--- src/rtl/imm_gen_pipe_if.sv ---
// imm_gen_pipe_if: upstream/downstream handshake bundle for imm_gen_pipe.
// The master modport belongs to whoever drives instructions in and
// drains immediates out; the slave modport belongs to the generator.
interface imm_gen_pipe_if #(
    parameter int XLEN = 32
);
    // Upstream side: instruction in.
    logic            valid_i;
    logic            ready_o;
    logic [31:0]     instr_i;
    logic [2:0]      immsrc_i;

    // Downstream side: immediate out.
    logic            valid_o;
    logic            ready_i;
    logic [XLEN-1:0] immop_o;
    logic            illegal_o;

    modport master (
        output valid_i, instr_i, immsrc_i, ready_i,
        input  ready_o, valid_o, immop_o, illegal_o
    );

    modport slave (
        input  valid_i, instr_i, immsrc_i, ready_i,
        output ready_o, valid_o, immop_o, illegal_o
    );
endinterface

--- src/rtl/imm_gen_pipe.sv ---
// imm_gen_pipe: decode-stage immediate generator for RV32/RV64.
// The instruction is decoded combinationally, and the {immediate, illegal}
// pair is buffered in a 2-entry FIFO behind a valid/ready handshake.
// Build option: define IMMGEN_BYPASS_EN to let a result skip the empty FIFO
// and appear on the outputs in the same cycle it is offered (latency 0).
// XLEN must be 32 or 64.
module imm_gen_pipe #(
    parameter int XLEN = 32
) (
    input logic         clk_i,
    input logic         rst_ni,
    imm_gen_pipe_if.slave bus
);

    typedef enum logic [2:0] {
        IMM_I     = 3'b000,
        IMM_S     = 3'b001,
        IMM_B     = 3'b010,
        IMM_J     = 3'b011,
        IMM_U     = 3'b100,
        IMM_SHAMT = 3'b101,
        IMM_ZIMM  = 3'b110,
        IMM_RSVD  = 3'b111
    } imm_src_e;

    typedef struct packed {
        logic [XLEN-1:0] imm;
        logic            illegal;
    } entry_t;

    logic [31:0]     instr;
    logic [31:0]     imm32;
    logic [XLEN-1:0] imm_dec;
    logic            illegal_dec;
    logic            instr_unused;

    entry_t          mem_q [2];
    entry_t          mem_d [2];
    logic            wr_ptr_q, wr_ptr_d;
    logic            rd_ptr_q, rd_ptr_d;
    logic [1:0]      count_q, count_d;

    logic            fifo_valid;
    logic            fifo_ready;
    logic            bypass;
    logic            push;
    logic            pop;
    entry_t          head;

    assign instr        = bus.instr_i;
    // The opcode field carries no immediate bits.
    assign instr_unused = ^instr[6:0];

    // Decode the selected format into a 32-bit value whose bit 31 is the
    // extension bit for the upper half when XLEN is 64.
    always_comb begin
        // NOTE: every output of a combinational block gets a default first so
        // no path through the case leaves it unassigned (which would infer a latch).
        imm32       = '0;
        illegal_dec = 1'b0;
        case (imm_src_e'(bus.immsrc_i))
            IMM_I:     imm32 = {{20{instr[31]}}, instr[31:20]};
            IMM_S:     imm32 = {{20{instr[31]}}, instr[31:25], instr[11:7]};
            IMM_B:     imm32 = {{19{instr[31]}}, instr[31], instr[7],
                                instr[30:25], instr[11:8], 1'b0};
            IMM_J:     imm32 = {{11{instr[31]}}, instr[31], instr[19:12],
                                instr[20], instr[30:21], 1'b0};
            IMM_U:     imm32 = {instr[31:12], 12'b0};
            // RV64 shift amounts are 6 bits wide, RV32 ones 5 bits.
            IMM_SHAMT: imm32 = {26'b0, (XLEN == 64) ? instr[25] : 1'b0, instr[24:20]};
            IMM_ZIMM:  imm32 = {27'b0, instr[19:15]};
            IMM_RSVD:  illegal_dec = 1'b1;
        endcase
    end

    // Widen to XLEN; zero-extended formats have bit 31 clear, so copying it
    // is correct for every format.
    if (XLEN == 64) begin : g_xlen64
        assign imm_dec = {{32{imm32[31]}}, imm32};
    end else begin : g_xlen32
        assign imm_dec = imm32;
    end

    assign fifo_valid = (count_q != 2'd0);
    assign fifo_ready = (count_q != 2'd2);
    assign head       = mem_q[rd_ptr_q];

`ifdef IMMGEN_BYPASS_EN
    // An empty buffer with both sides ready hands the item straight through.
    assign bypass = !fifo_valid && bus.valid_i && bus.ready_i;
`else
    assign bypass = 1'b0;
`endif

    // A full buffer refuses pushes even if the head pops this cycle.
    assign push = bus.valid_i && fifo_ready && !bypass;
    assign pop  = fifo_valid && bus.ready_i;

    // Next-state for storage, pointers and occupancy.
    always_comb begin
        mem_d    = mem_q;
        wr_ptr_d = wr_ptr_q;
        rd_ptr_d = rd_ptr_q;
        count_d  = count_q;
        if (push) begin
            mem_d[wr_ptr_q] = '{imm: imm_dec, illegal: illegal_dec};
            wr_ptr_d        = ~wr_ptr_q;
        end
        if (pop) begin
            rd_ptr_d = ~rd_ptr_q;
        end
        case ({push, pop})
            2'b10:   count_d = count_q + 2'd1;
            2'b01:   count_d = count_q - 2'd1;
            default: count_d = count_q;
        endcase
    end

    // State registers with asynchronous clear.
    always_ff @(posedge clk_i or negedge rst_ni) begin
        // NOTE: state is updated with non-blocking assignments so every
        // register samples pre-edge values regardless of statement order.
        if (!rst_ni) begin
            // NOTE: the two storage entries are cleared on reset as well, so
            // no stale immediate survives a reset inside the buffer.
            mem_q[0] <= '0;
            mem_q[1] <= '0;
            wr_ptr_q <= 1'b0;
            rd_ptr_q <= 1'b0;
            count_q  <= 2'd0;
        end else begin
            mem_q    <= mem_d;
            wr_ptr_q <= wr_ptr_d;
            rd_ptr_q <= rd_ptr_d;
            count_q  <= count_d;
        end
    end

    // Output mux: bypassed result, buffer head, or zeros when idle.
    always_comb begin
        bus.valid_o   = fifo_valid;
        bus.immop_o   = '0;
        bus.illegal_o = 1'b0;
        if (bypass) begin
            bus.valid_o   = 1'b1;
            bus.immop_o   = imm_dec;
            bus.illegal_o = illegal_dec;
        end else if (fifo_valid) begin
            bus.immop_o   = head.imm;
            bus.illegal_o = head.illegal;
        end
    end

    assign bus.ready_o = fifo_ready;

endmodule

--- src/flat_wrapper.sv ---
// flat-port wrapper written by rule: the top's interface ports become plain ports
module imm_gen_pipe_flat 
#(
    parameter int XLEN = 32
)
  (clk_i, rst_ni, bus_valid_i, bus_instr_i, bus_immsrc_i, bus_ready_i, bus_ready_o, bus_valid_o, bus_immop_o, bus_illegal_o);
  imm_gen_pipe_if #(.XLEN(XLEN)) bus_i ();
  input logic clk_i;
  input logic rst_ni;
  input wire logic [$bits(bus_i.valid_i)-1:0] bus_valid_i;
  input wire logic [$bits(bus_i.instr_i)-1:0] bus_instr_i;
  input wire logic [$bits(bus_i.immsrc_i)-1:0] bus_immsrc_i;
  input wire logic [$bits(bus_i.ready_i)-1:0] bus_ready_i;
  output wire logic [$bits(bus_i.ready_o)-1:0] bus_ready_o;
  output wire logic [$bits(bus_i.valid_o)-1:0] bus_valid_o;
  output wire logic [$bits(bus_i.immop_o)-1:0] bus_immop_o;
  output wire logic [$bits(bus_i.illegal_o)-1:0] bus_illegal_o;
  assign bus_i.valid_i = bus_valid_i;
  assign bus_i.instr_i = bus_instr_i;
  assign bus_i.immsrc_i = bus_immsrc_i;
  assign bus_i.ready_i = bus_ready_i;
  assign bus_ready_o = bus_i.ready_o;
  assign bus_valid_o = bus_i.valid_o;
  assign bus_immop_o = bus_i.immop_o;
  assign bus_illegal_o = bus_i.illegal_o;
  imm_gen_pipe #(.XLEN(XLEN)) u_core (.clk_i(clk_i), .rst_ni(rst_ni), .bus(bus_i));
endmodule
--- config.mk ---
export PLATFORM = sky130hd
export DESIGN_NAME = imm_gen_pipe_flat
export DESIGN_NICKNAME = d
export VERILOG_FILES = /design/src/rtl/imm_gen_pipe_if.sv /design/src/rtl/imm_gen_pipe.sv /design/src/flat_wrapper.sv
export SDC_FILE = /design/constraint.sdc
export NUM_CORES = 1
export LEC_CHECK = 0
export BUFFER_PORTS_ARGS = -buffer_cell sky130_fd_sc_hd__buf_4
export CAP_MARGIN = 20
export CORE_ASPECT_RATIO = 1.25
export CORE_MARGIN = 3
export CORE_UTILIZATION = 45
export CTS_CLUSTER_DIAMETER = 60
export DETAILED_ROUTE_END_ITERATION = 10
export PLACE_DENSITY = 0.75
export SLEW_MARGIN = 20
export SYNTH_ARGS = -nofsm -noshare
export SYNTH_HDL_FRONTEND = slang
export SYNTH_SLANG_ARGS = --single-unit
--- constraint.sdc ---
create_clock -name clk_i -period 2.1 [get_ports clk_i]
set_input_delay 0.42 -clock clk_i [delete_from_list [all_inputs] [get_ports clk_i]]
set_output_delay 0.42 -clock clk_i [all_outputs]
set_load 0.01 [all_outputs]
## After elaboration in Yosys (flattened, before gate mapping)

Index checks and enable logic that the tools add are counted.

- RAM bits: 0
- Bits of input ports: 39
- Output and inout port bits: 35
- Memory bits (read-only): 0
- Bits in registers: 70
- Logic and storage cells: 43
- Memories: 0
- Bits in latches: 0

- Shift-type cells: 0
- Bitwise logic cells: 4
- Multiplexer cells: 11
- Eq/ne operators: 10
- Magnitude comparators: 3
- Reductions and logical operators: 6
- $add $sub $neg: 2
- Divide/modulo/power cells: 0
- Multiply operators: 0

Operators by type and width:

| cell | count |
|---|---|
| $pmux 32 s7 | 1 |
| $mux 33 | 4 |
| $bwmux 66 | 1 |
| $demux 33 s1 | 1 |
| $mux 32 | 1 |
| $eq 3x3->1 const B | 4 |
| $eq 3x2->1 const B | 2 |
| $ge 2x2->1 const B | 2 |
| $not 1->2 | 2 |
| $pmux 2 s2 | 1 |
| $reduce_bool 2->1 | 2 |
| $eq 3x1->1 const B | 1 |
| $logic_and 1x1->1 | 3 |
| $logic_not 3->1 | 1 |
| $add 2x1->2 const B | 1 |
| $eq 2x1->1 const B | 1 |
| $eq 2x2->1 const B | 1 |
| $lt 2x1->1 const B | 1 |
| $mux 1 | 2 |
| $ne 2x2->1 const B | 1 |
| $not 1->1 | 2 |
| $sub 2x1->2 const B | 1 |

## Logic depth before layout (Yosys ltp)

- Depth after elaboration: 6
- Depth in mapped cells: 7
- Gate-level depth less buffers: 7

## Worst setup path after synthesis

No wires, ideal clock.

- Kind: flip-flop to flip-flop
- From: reg u_core.count_q[0]
- To: reg u_core.count_q[1]
- Arrival: 1.582 ns
- Period minus slack after synthesis: 1.661 ns
- Path buffers: 0
- Stages on the path, launching flop included: 7
- Slack: 0.439 ns
- Setup time: 0.079 ns
- Cell sequence: dfrtp_1 -> nor2_1 -> inv_1 -> and2_1 -> ha_1 -> nor2_1 -> xor2_1

- Longest elaborated chain between the ends: 4
- Elaborated cells between the ends (all ways): 10
- Classes of those cells: 2 x add/sub; 3 x eq/ne; 1 x mux; 4 x reduce/logical

RTL lines:

| item | line | RTL |
|---|---|---|
| from (decl) | imm_gen_pipe.sv:41 | `logic [1:0] count_q, count_d;` |
| from (signal assigned) | imm_gen_pipe.sv:135 | `count_q <= count_d;` |
| $reduce_bool 2->1 (*) | imm_gen_pipe.sv:84 | `assign fifo_valid = (count_q != 2'd0);` |
| via bus_valid_o | flat_wrapper.sv:15 | `output wire logic [$bits(bus_i.valid_o)-1:0] bus_valid_o;` |
| $logic_and 1x1->1 (*) | imm_gen_pipe.sv:97 | `assign pop = fifo_valid && bus.ready_i;` |
| via u_core.pop | imm_gen_pipe.sv:47 | `logic pop;` |
| $eq 2x1->1 / $eq 2x2->1 (equally long branches) | imm_gen_pipe.sv:112 | `case ({push, pop})` |
| $pmux 2 s2 / $reduce_bool 2->1 (equally long branches) | -- |  |

Mark *: on every way through the listed nets, which the timed path passes. The rest lies on a longest branch.
A chain may end at the register's enable or synchronous reset.

## Final worst setup path

- From: reg u_core.count_q[0]
- To: out bus_immop_o[21]

- Longest elaborated chain between the ends: 2

RTL lines:

| item | line | RTL |
|---|---|---|
| $reduce_bool 2->1 | imm_gen_pipe.sv:84 |  |
| $mux 32 | imm_gen_pipe.sv:148 | `end else if (fifo_valid) begin` |
| to (decl) | flat_wrapper.sv:16 | `output wire logic [$bits(bus_i.immop_o)-1:0] bus_immop_o;` |

Every way passes these cells.

==> key figures <==
Critical path
  – Critical Path AT: 1530 ps
  – WS Path Type: register to output pin
  – Slowest cell on crit path: dfrtp_1
  – Largest stage delay, worst path: 460 ps
  – CP bufs+invs: 2
  – Critical path, cell by cell: nor2_2 -> buf_6 -> nor2_1 -> buf_4
  – Top delay family on crit path: flip-flops
  – CP max FO: 33
  – Req. time, crit path: 1680 ps
  – Crit path launch type: register
  – Crit path capture type: output pin

Routing
  – WL/cell: 18.0 microns
  – Post-DR vias/cell: 5.81
  – Remaining antenna violation count after routing: 0
  – Drt first-iter violations: 121
  – Number of remaining DRC errors: 0
  – Pre-antenna DRT Iters: 4
  – Vias: 2,881
  – Drt total wl: 8940 microns

Die
  – Starting Density: 46.8%
  – Die height: 110 microns
  – Die area: 9830 sq um
  – # rows: 37
  – Core ar.: 8330 sq um
  – Die width: 89.3 microns
  – IO Count: 74

Yosys
  – Post-Synth Simple-Gate Area: 14.5%
  – Proportion of synthesized area in mux cells: 27.8%
  – Ys async rst share: 100%
  – Cell variety after synth: 42
  – Synth Instances: 333
  – Post-synth net total: 373
  – Compound-Gate Fraction of Synth Area: 7.53%
  – Yosys reg bits: 70
  – Post-synthesis xor/xnor area fraction: 1.12%
  – Yosys warnings: 0
  – Syn_area_per_cell: 11.7 sq um
  – Sequential area share after synthesis: 44.9%
  – EDFF count, synth: 0
  – Largest family of logic cells by synthesized area: multiplexers
  – Mapped cell area: 3900 sq um
  – Synth Area in Adders: 0.321%
  – Synth Flop Type: dfrtp_1

Global route
  – First-pass GRT wire length: 14,400 microns
  – Number of global-route vias before repair: 2,911
  – Antenna violations before repair: 0
  – Congestion Overflow GR: 0
  – GRT Total Usage: 19.0%
  – Pin count of the biggest net entering global routing: 58

Clock network
  – Post CTS Setup Buffer Count: 0
  – Clock buffer depth: 2
  – H-tree depth: 3
  – Clock latency on the worst-skew pair: 330 ps
  – Root Buffer: clkbuf_8
  – CTS Hold Bufs: 0
  – Clock slew at reported path FFs: 80 ps
  – Total CTS buffers: 9
  – Sink Count: 70
  – CTS tree: yes

Power
  – Leakage: 2.31 nW
  – Clock power share: 19.5%
  – PD cells: 1460 nW/um^2
  – P_sw: 0.00241 W
  – Switching share of power: 34.7%
  – Share of power burned in combinational logic: 47.3%
  – Seq pwr share: 33.3%
  – P_int: 0.00454 W
  – Maximum vdd ir drop: 942 uV

STA
  – Slew @ Worst Pin: 713 ps
  – Final Hold Fails: 0
  – Final min period: 1950 ps
  – Final-report setup violation count: 0
  – Final TNS setup: 0 ps
  – Final slew viol count: 0
  – Fmax: 512 MHz
  – Tcrit/Tclk final: 93.0%
  – Slew headroom: 52.4%
  – Clock Skew: 7.40 ps
  – RSZ-0062 raised after global routing: false

Placement
  – I/O Buffers: 66
  – Placed Instance Area: 4480 sq um
  – Hpwl dp: 6130 microns
  – Placer Congestion: 0.827

Layout
  – Layout fillers: 687
  – Design area: 4740 sq um
  – Share of layout cells above drive strength 1: 39.6%
  – Area growth syn-to-layout: 21.5%
  – Most frequent cells in the layout: 71 x buf_4, 69 x dfrtp_1, 55 x mux2_2
  – Antenna cells: 0
  – Post-layout util: 56.9%
  – Sequential Area: 1750 sq um
  – Final-stage net count: 434
  – Multi-input gate area: 2000 sq um
  – Commonest non-fill, non-tap cell in the layout: buf_4

Min path
  – Class of the worst hold path: input port to async pin

Status
  – Status: completed

Job
  – Max-cap viol count: 0
[per-stage QoR]
stage	worst slack (ps)	hold slack [ps]	std cells	power, W
2_1_floorplan	439	124	333	0.00436
3_3_place_gp	383	467	480	0.00551
3_5_place_dp	345	475	480	0.00563
4_1_cts	30.8	160	496	0.00699
5_1_grt	54.2	190	496	0.00738
6_report	147	136	496	0.00694
[layout make-up]
| class | count | area share (%) |
|---|---|---|
| flip-flops and latches | 70 | 37.0 |
| repair buffers | 75 | 12.7 |
| clock inverters | 5 | 2.22 |
| multi-input cells | 236 | 42.2 |
| clock buffers | 11 | 3.19 |
| inverters | 2 | 0.158 |
| well taps | 97 | 2.56 |
[registers in the layout, indices dropped and copies added (netlist names)]
name and flops:
u_core.rd_ptr_q 1, u_core.mem_q 66, u_core.wr_ptr_q 1, u_core.count_q 2
[synth_stat cells (2+ instances only)]
| master | count | area share, % |
|---|---|---|
| a21o_1 | 11 | 2.1 |
| a22oi_1 | 8 | 1.5 |
| and2b_1 | 2 | 0.38 |
| buf_2 | 11 | 1.4 |
| buf_4 | 4 | 0.77 |
| buf_6 | 3 | 0.87 |
| clkbuf_1 | 7 | 0.67 |
| dfrtp_1 | 70 | 45 |
| mux2_1 | 7 | 2.0 |
| mux2_2 | 55 | 16 |
| mux2_4 | 3 | 1.2 |
| mux2i_1 | 34 | 8.7 |
| nand2_1 | 3 | 0.29 |
| nand4_1 | 9 | 1.4 |
| nand4b_1 | 8 | 1.8 |
| nand4bb_1 | 4 | 1.2 |
| nor2_1 | 37 | 3.6 |
| nor2b_1 | 8 | 1.3 |
| o21ai_0 | 13 | 1.7 |
| o221ai_1 | 8 | 1.8 |
| or4bb_1 | 4 | 1.2 |
| xnor2_1 | 3 | 0.67 |
| xor2_1 | 2 | 0.45 |
[worst paths after layout]
check / from / endpoint / slack, ps / cells after the start
max: u_core.count_q[0] / bus_immop_o[21] / 150 / 4
min: rst_ni / u_core.mem_q[39] / 140 / 1
max reg2reg: u_core.wr_ptr_q / u_core.mem_q[59] / 400 / 4
min reg2reg: u_core.mem_q[53] / u_core.mem_q[53] / 490 / 1
max in group asynchronous: rst_ni / u_core.mem_q[0] / 1340 / 2
min in group clk_i: bus_instr_i[31] / u_core.mem_q[32] / 420 / 3
[power groups by stage]
stage | sequential, W | clock [W] | combinational (W)
floorplan | 0.00222 | 0 | 0.00214
detailed placement | 0.00233 | 0 | 0.00330
finish | 0.00231 | 0.00135 | 0.00328
global route | 0.00238 | 0.00144 | 0.00357
CTS | 0.00231 | 0.00137 | 0.00332
global placement | 0.00228 | 0 | 0.00323
[timing repair]
action                                  CTS  global route
resized for setup                         0             1
endpoints found under the setup margin    0            24
hold endpoints to repair                  0             0
[cells by family (layout without fill, tap and decap cells)]
logic type      Yosys count  after routing
compound gates           42             42
xor+xnor                  5              5
fa+ha+maj                 1              1
buf+inv                  27             93
flops                    70             70
mux                      99             99
simple gates             89             89
[per-layer routing]
layer  vias to the layer above  wire, microns  track usage, %
li1                       1334              -               -
met2                        81           4450            30.4
met5                         -              0               0
met3                        16            431            2.97
met4                         0            189            7.66
met1                      1450           3870            25.5
Power figures use the tool's default switching activity.
